File: src/rtl/snake_engine.sv
// Snake game-logic writer for the play-area bitmap: keeps the body in a circular
// buffer and, per tick, moves the head, checks collisions by read-back, and erases the tail.
`timescale 1ns/1ps
module snake_engine #(
    parameter int GRID_W    = 80,
    parameter int GRID_H    = 60,
    parameter int MAX_LEN   = 64,
    parameter int START_LEN = 4,
    parameter int START_X   = 40,
    parameter int START_Y   = 30
) (
    input  logic       clk,
    input  logic       reset,
    input  logic       tick,
    input  logic [1:0] dir_in,
    input  logic [6:0] food_x,
    input  logic [5:0] food_y,
    output logic [6:0] ram_x,
    output logic [5:0] ram_y,
    output logic       ram_we,
    output logic       ram_wdata,
    input  logic       ram_rdata,
    output logic       busy,
    output logic       ate,
    output logic       dead,
    output logic [6:0] length
);
    localparam int PW = (MAX_LEN > 1) ? $clog2(MAX_LEN) : 1;
    localparam int X0 = START_X - START_LEN + 1;
    localparam logic signed [7:0] GW = 8'(GRID_W);
    localparam logic signed [7:0] GH = 8'(GRID_H);

    localparam logic [2:0] S_INIT  = 3'd0;
    localparam logic [2:0] S_IDLE  = 3'd1;
    localparam logic [2:0] S_CALC  = 3'd2;
    localparam logic [2:0] S_READ  = 3'd3;
    localparam logic [2:0] S_CHECK = 3'd4;
    localparam logic [2:0] S_WHEAD = 3'd5;
    localparam logic [2:0] S_ERASE = 3'd6;
    localparam logic [2:0] S_DEAD  = 3'd7;

    logic [2:0]        state;
    logic [7:0]        init_cnt, len;
    logic [PW-1:0]     head_ptr, tail_ptr;
    logic [1:0]        cur_dir, req_dir, eff_dir;
    logic signed [7:0] hx, hy, calc_x, calc_y, nx, ny;
    logic              calc_wall, calc_food, wall, on_food, grow;
    logic              next_is_tail, hit;
    logic [6:0]        tail_x, seg_x;
    logic [5:0]        tail_y;

    logic [6:0]        body_x [MAX_LEN];
    logic [5:0]        body_y [MAX_LEN];
    logic              body_we;
    logic [PW-1:0]     body_wa;
    logic [6:0]        body_wx;
    logic [5:0]        body_wy;

    assign eff_dir = (req_dir == (cur_dir ^ 2'd2)) ? cur_dir : req_dir;
    assign hx      = $signed({1'b0, body_x[head_ptr]});
    assign hy      = $signed({2'b0, body_y[head_ptr]});
    assign seg_x   = 7'(X0) + init_cnt[6:0];

    always_comb begin
        calc_x = hx;
        calc_y = hy;
        case (eff_dir)
            2'd0:    calc_y = hy - 8'sd1;
            2'd1:    calc_x = hx + 8'sd1;
            2'd2:    calc_y = hy + 8'sd1;
            default: calc_x = hx - 8'sd1;
        endcase
    end

    assign calc_wall = (calc_x < 8'sd0) || (calc_x >= GW) || (calc_y < 8'sd0) || (calc_y >= GH);
    assign calc_food = (calc_x == $signed({1'b0, food_x})) && (calc_y == $signed({2'b0, food_y}));

    // Stepping into the cell the tail is about to vacate is legal unless we grow.
    assign next_is_tail = (nx == $signed({1'b0, body_x[tail_ptr]})) &&
                          (ny == $signed({2'b0, body_y[tail_ptr]}));
    assign hit    = wall | (ram_rdata & ~(next_is_tail & ~grow));
    assign ate    = (state == S_CHECK) & on_food & ~hit;
    assign length = len[6:0];

    always_comb begin
        body_we = 1'b0;
        body_wa = init_cnt[PW-1:0];
        body_wx = seg_x;
        body_wy = 6'(START_Y);
        if (state == S_INIT && init_cnt < 8'(START_LEN)) begin
            body_we = 1'b1;
        end else if (state == S_CHECK && !hit) begin
            body_we = 1'b1;
            body_wa = head_ptr + PW'(1);
            body_wx = nx[6:0];
            body_wy = ny[5:0];
        end
    end

    always_ff @(posedge clk) begin
        if (body_we) begin
            body_x[body_wa] <= body_wx;
            body_y[body_wa] <= body_wy;
        end
    end

    always_ff @(posedge clk or negedge reset) begin
        if (!reset) begin
            state     <= S_INIT;
            init_cnt  <= '0;
            len       <= '0;
            head_ptr  <= PW'(START_LEN - 1);
            tail_ptr  <= '0;
            cur_dir   <= 2'd1;
            req_dir   <= 2'd1;
            nx        <= '0;
            ny        <= '0;
            wall      <= 1'b0;
            on_food   <= 1'b0;
            grow      <= 1'b0;
            tail_x    <= '0;
            tail_y    <= '0;
            ram_x     <= '0;
            ram_y     <= '0;
            ram_we    <= 1'b0;
            ram_wdata <= 1'b0;
            busy      <= 1'b0;
            dead      <= 1'b0;
        end else begin
            case (state)
                S_INIT: begin
                    if (init_cnt < 8'(START_LEN)) begin
                        ram_x     <= seg_x;
                        ram_y     <= 6'(START_Y);
                        ram_we    <= 1'b1;
                        ram_wdata <= 1'b1;
                        busy      <= 1'b1;
                        init_cnt  <= init_cnt + 8'd1;
                    end else begin
                        ram_we    <= 1'b0;
                        ram_wdata <= 1'b0;
                        busy      <= 1'b0;
                        len       <= 8'(START_LEN);
                        state     <= S_IDLE;
                    end
                end
                S_IDLE: begin
                    if (tick) begin
                        req_dir <= dir_in;
                        busy    <= 1'b1;
                        state   <= S_CALC;
                    end
                end
                S_CALC: begin
                    cur_dir <= eff_dir;
                    nx      <= calc_x;
                    ny      <= calc_y;
                    wall    <= calc_wall;
                    on_food <= calc_food;
                    grow    <= calc_food && (len < 8'(MAX_LEN));
                    ram_x   <= calc_x[6:0];
                    ram_y   <= calc_y[5:0];
                    ram_we  <= 1'b0;
                    state   <= S_READ;
                end
                S_READ: state <= S_CHECK;
                S_CHECK: begin
                    // Latch the tail now: at full length the head write reuses its slot.
                    tail_x <= body_x[tail_ptr];
                    tail_y <= body_y[tail_ptr];
                    if (hit) begin
                        dead  <= 1'b1;
                        busy  <= 1'b0;
                        state <= S_DEAD;
                    end else begin
                        head_ptr  <= head_ptr + PW'(1);
                        ram_x     <= nx[6:0];
                        ram_y     <= ny[5:0];
                        ram_we    <= 1'b1;
                        ram_wdata <= 1'b1;
                        state     <= S_WHEAD;
                    end
                end
                S_WHEAD: begin
                    if (grow) begin
                        ram_we    <= 1'b0;
                        ram_wdata <= 1'b0;
                        len       <= len + 8'd1;
                    end else if (tail_x == nx[6:0] && tail_y == ny[5:0]) begin
                        ram_we    <= 1'b0;
                        ram_wdata <= 1'b0;
                        tail_ptr  <= tail_ptr + PW'(1);
                    end else begin
                        ram_x     <= tail_x;
                        ram_y     <= tail_y;
                        ram_we    <= 1'b1;
                        ram_wdata <= 1'b0;
                        tail_ptr  <= tail_ptr + PW'(1);
                    end
                    state <= S_ERASE;
                end
                S_ERASE: begin
                    ram_we    <= 1'b0;
                    ram_wdata <= 1'b0;
                    busy      <= 1'b0;
                    state     <= S_IDLE;
                end
                default: begin
                    ram_we <= 1'b0;
                    busy   <= 1'b0;
                end
            endcase
        end
    end
endmodule
File: config.mk
export PLATFORM = sky130hd
export DESIGN_NAME = snake_engine
export DESIGN_NICKNAME = d
export VERILOG_FILES = /design/src/rtl/snake_engine.sv
export SDC_FILE = /design/constraint.sdc
export NUM_CORES = 1
export LEC_CHECK = 0
export BUFFER_PORTS_ARGS = -buffer_cell sky130_fd_sc_hd__buf_2
export CORE_MARGIN = 5
export CORE_UTILIZATION = 64
export DETAILED_ROUTE_END_ITERATION = 12
export MAX_ROUTING_LAYER = met4
export PLACE_DENSITY = 0.81
export SETUP_SLACK_MARGIN = 0.3
export SYNTH_ARGS = -nofsm -noshare
export SYNTH_HDL_FRONTEND = slang
export SYNTH_SLANG_ARGS = --single-unit
export TNS_END_PERCENT = 20
File: constraint.sdc
create_clock -name clk -period 6.3 [get_ports clk]
set_input_delay 0.945 -clock clk [delete_from_list [all_inputs] [get_ports clk]]
set_output_delay 0.945 -clock clk [all_outputs]
set_load 0.1 [all_outputs]
==> reports/metrics.cfg <==
[outcome]
status=finished clean

[sta]
post-route-period-util_pct=98.3
relSlewSlack_pct=25.6
max_freq_mhz=161
rsz0062_at_grt=yes
setup_viol=0
clock_skew_ns=0.0315
period_minus_slack_ns=6.19
worst_pin_slew_ns=1.10
finalHoldViolations=0
finalSetupTns_ns=0
final_max_slew_viol_count=0

[cts]
clock_sinks=916
clkTransAtPathRegs_ns=0.06
cts_buffer_depth=3
numCtsBuffers=93
cts_htree_levels=3
clock_latency_ns=0.66
cts_root_buf=clkbuf_16
cts_tree=built
cts_hold_buf=0

[logic_synthesis]
synth_cell_types=86
synth_area_um2=44900
ys_seq_area_share_pct=60.3
synth_warnings=0
synth_flop_cell=edfxtp_1
synthTopCellsByArea=edfxtp_1 56%, mux4_2 16%, mux2i_1 5.1%, dfrtp_1 4.5%, nand2_1 1.4%
synthTopCellsByCount=832 x edfxtp_1, 327 x mux4_2, 229 x mux2i_1
syn_inst=2808
synth_edf_count=832
synth_nets=2840
async_flop_share_pct=9.17
synth_most_common_cell=edfxtp_1
ys_ff_latch=916
yosysTopAreaCellShare_pct=55.6
yosysTopAreaCell=edfxtp_1
synth_area_per_cell_um2=16.0

[critical_path]
slowest_stage=o32ai_1
crit_path_end_kind=primary output
crit_cells=11
reg2reg_depth=12
path_max_fanout=23
cp_top_family=compound AO/OA/AOI/OAI gates
crit_start=tail_ptr[3]
r2r_start=tail_ptr[3]
slowest_delay_ns=1.03
critPathBufInv=2
cp.required_ns=5.35
endpoint=ate
start_kind=flop
r2r_setup_slack_ns=0.45
r2r_end=body_y[46][4]
crit_chain=nand3b_1 > buf_4 > o221ai_1 > o32ai_1 > mux2i_1 > xnor2_1 > nand4_1 > o21ai_1 > nand2_1 > nor2_1 > buf_12
critical_path_class=reg -> out
critPathArrivalTime_ns=5.25

[power_and_ir_drop]
combPwrFrac_pct=0.3
switching_share_pct=19.8
seqPwrFrac_pct=53.3
finalPower_w=0.0122
p_per_area_nw_per_um2=240
p_int_w=0.00982
p_leak_nw=13.9
p_switching_w=0.00243
max-vdd-ir-drop_v=0.000188
p_clk_share_pct=46.4

[die]
die_w_um=275
die_area_um2=75600
coreArea_um2=69800
start_util_pct=64.4
rows=97
ios=44
die_h_um=275

[place]
gp_congestion=1.06
dpl.hpwl_um=98500
portBuffers=43

[global_routing]
grt_max_degree=70
antenna_found_initial=7
first_global_vias=30600
grt.total_usage_pct=40.8
globalRoute.totalOverflow=0
grt_pass1_wl_um=213000

[job]
drv_cap=0

[finish]
regArea_um2=27100
syn2layout_area_growth_pct=13.5
multi_input_area_um2=16700
layout.nets=3031
drive_gt1_share_pct=28.2
nFillCells=4075

[route]
drt_iter0_markers=5431
routedWlPerCell_um=37.0
num_vias=30900
detail-route-antenna-nets=0
drt_pass1_iterations=6
drc=0
routed_wl_um=149000
viasPerCell=7.69

[hold_path]
hold_class=in -> async

[state kept, by name, summed over array words and instances (netlist names), 7 cells and up]
signal,flops
body_x,448
body_y,384
init_cnt,8
len,8
nx,8
ny,8
ram_x,7
tail_x,7
[per-stage QoR]
step	worst slack [ns]	cells	hold WS [ns]	cell area, um2	utilization (%)
2_1_floorplan	0.556	2808	0.443	44900	-
4_1_cts	0.309	4007	0.125	50800	72.8
3_3_place_gp	0.561	3835	0.381	47700	68.3
5_1_grt	0.157	4022	0.150	51000	73.0
3_5_place_dp	0.517	3835	0.394	47700	68.3
6_report	0.105	4023	0.135	51000	73.0
[routing by layer]
| metal | vias to the layer above | track usage (%) | wire length, um |
|---|---|---|---|
| met4 | 0 | 22.2 | 11000 |
| li1 | 11900 | - | - |
| met5 | - | - | 0 |
| met3 | 712 | 14.5 | 24400 |
| met2 | 3032 | 58.4 | 65500 |
| met1 | 15300 | 51.6 | 47800 |
[what timing repair did]
item,in CTS,in global routing
gates resized for setup,1,2
endpoints found under the setup margin,1,3
setup buffers,1,8
[worst min path at each step]
stage | startpoint | endpoint | slack, ns
after floorplan | ny[7] | ny[7] | 0.44
after global placement | init_cnt[7] | init_cnt[7] | 0.38
after detailed placement | init_cnt[7] | init_cnt[7] | 0.39
after CTS | reset | len[0] | 0.13
after global routing | reset | len[2] | 0.15
final | reset | len[3] | 0.14
[worst register-to-register path, cell delays in order, from the launching register on]
cell	delay [ns]
dfrtp_2	0.72
nand3b_1	0.26
buf_4	0.51
o221ai_1	0.37
o32ai_1	1.03
mux2i_1	0.40
xnor2_1	0.26
nand4_1	0.21
o31ai_4	0.34
buf_4	0.21
nand4_2	0.52
nor2_1	0.52
buf_12	0.22
[cell type report]
cell class,count,area share [%]
flip-flops and latches,916,53.2
multi-input cells,1652,32.8
repair buffers,303,5.32
clock buffers,111,4.88
well taps,940,2.31
clock inverters,60,1.24
inverters,33,0.243
diodes,8,0.0393
[cells in the final DEF (no fill, tap or decap), drive strengths merged, types with 59 or more instances in the layout]
cell type,netlist,final
dfrtp,80,80
a21oi,66,66
o21ai,74,74
clkbuf,95,111
edfxtp,832,832
mux2i,229,229
buf,112,303
nand2,173,173
mux4,327,327
nor2,149,149
mux2,59,59
[power by group through the flow]
stage | clock, W | combinational (W) | sequential (W)
finish | 0.00568 | 0.0000329 | 0.00653
global route | 0.00596 | 0.0000356 | 0.00653
CTS | 0.00567 | 0.0000321 | 0.00653
detailed placement | 0 | 0.0000319 | 0.00666
global placement | 0 | 0.0000312 | 0.00666
floorplan | 0 | 0.00000839 | 0.00666
[cell families (layout without fill, tap and decap cells)]
family	Yosys count	in the layout	share of synthesized area (%)
simple gates	502	502	5.24
other cells	0	8	0
xor+xnor	78	78	1.55
fa+ha+maj	13	13	0.379
mux	615	615	23.0
flops	916	916	60.3
buf+inv	240	507	2.65
compound gates	444	444	6.90
Power figures use the tool's default switching activity.
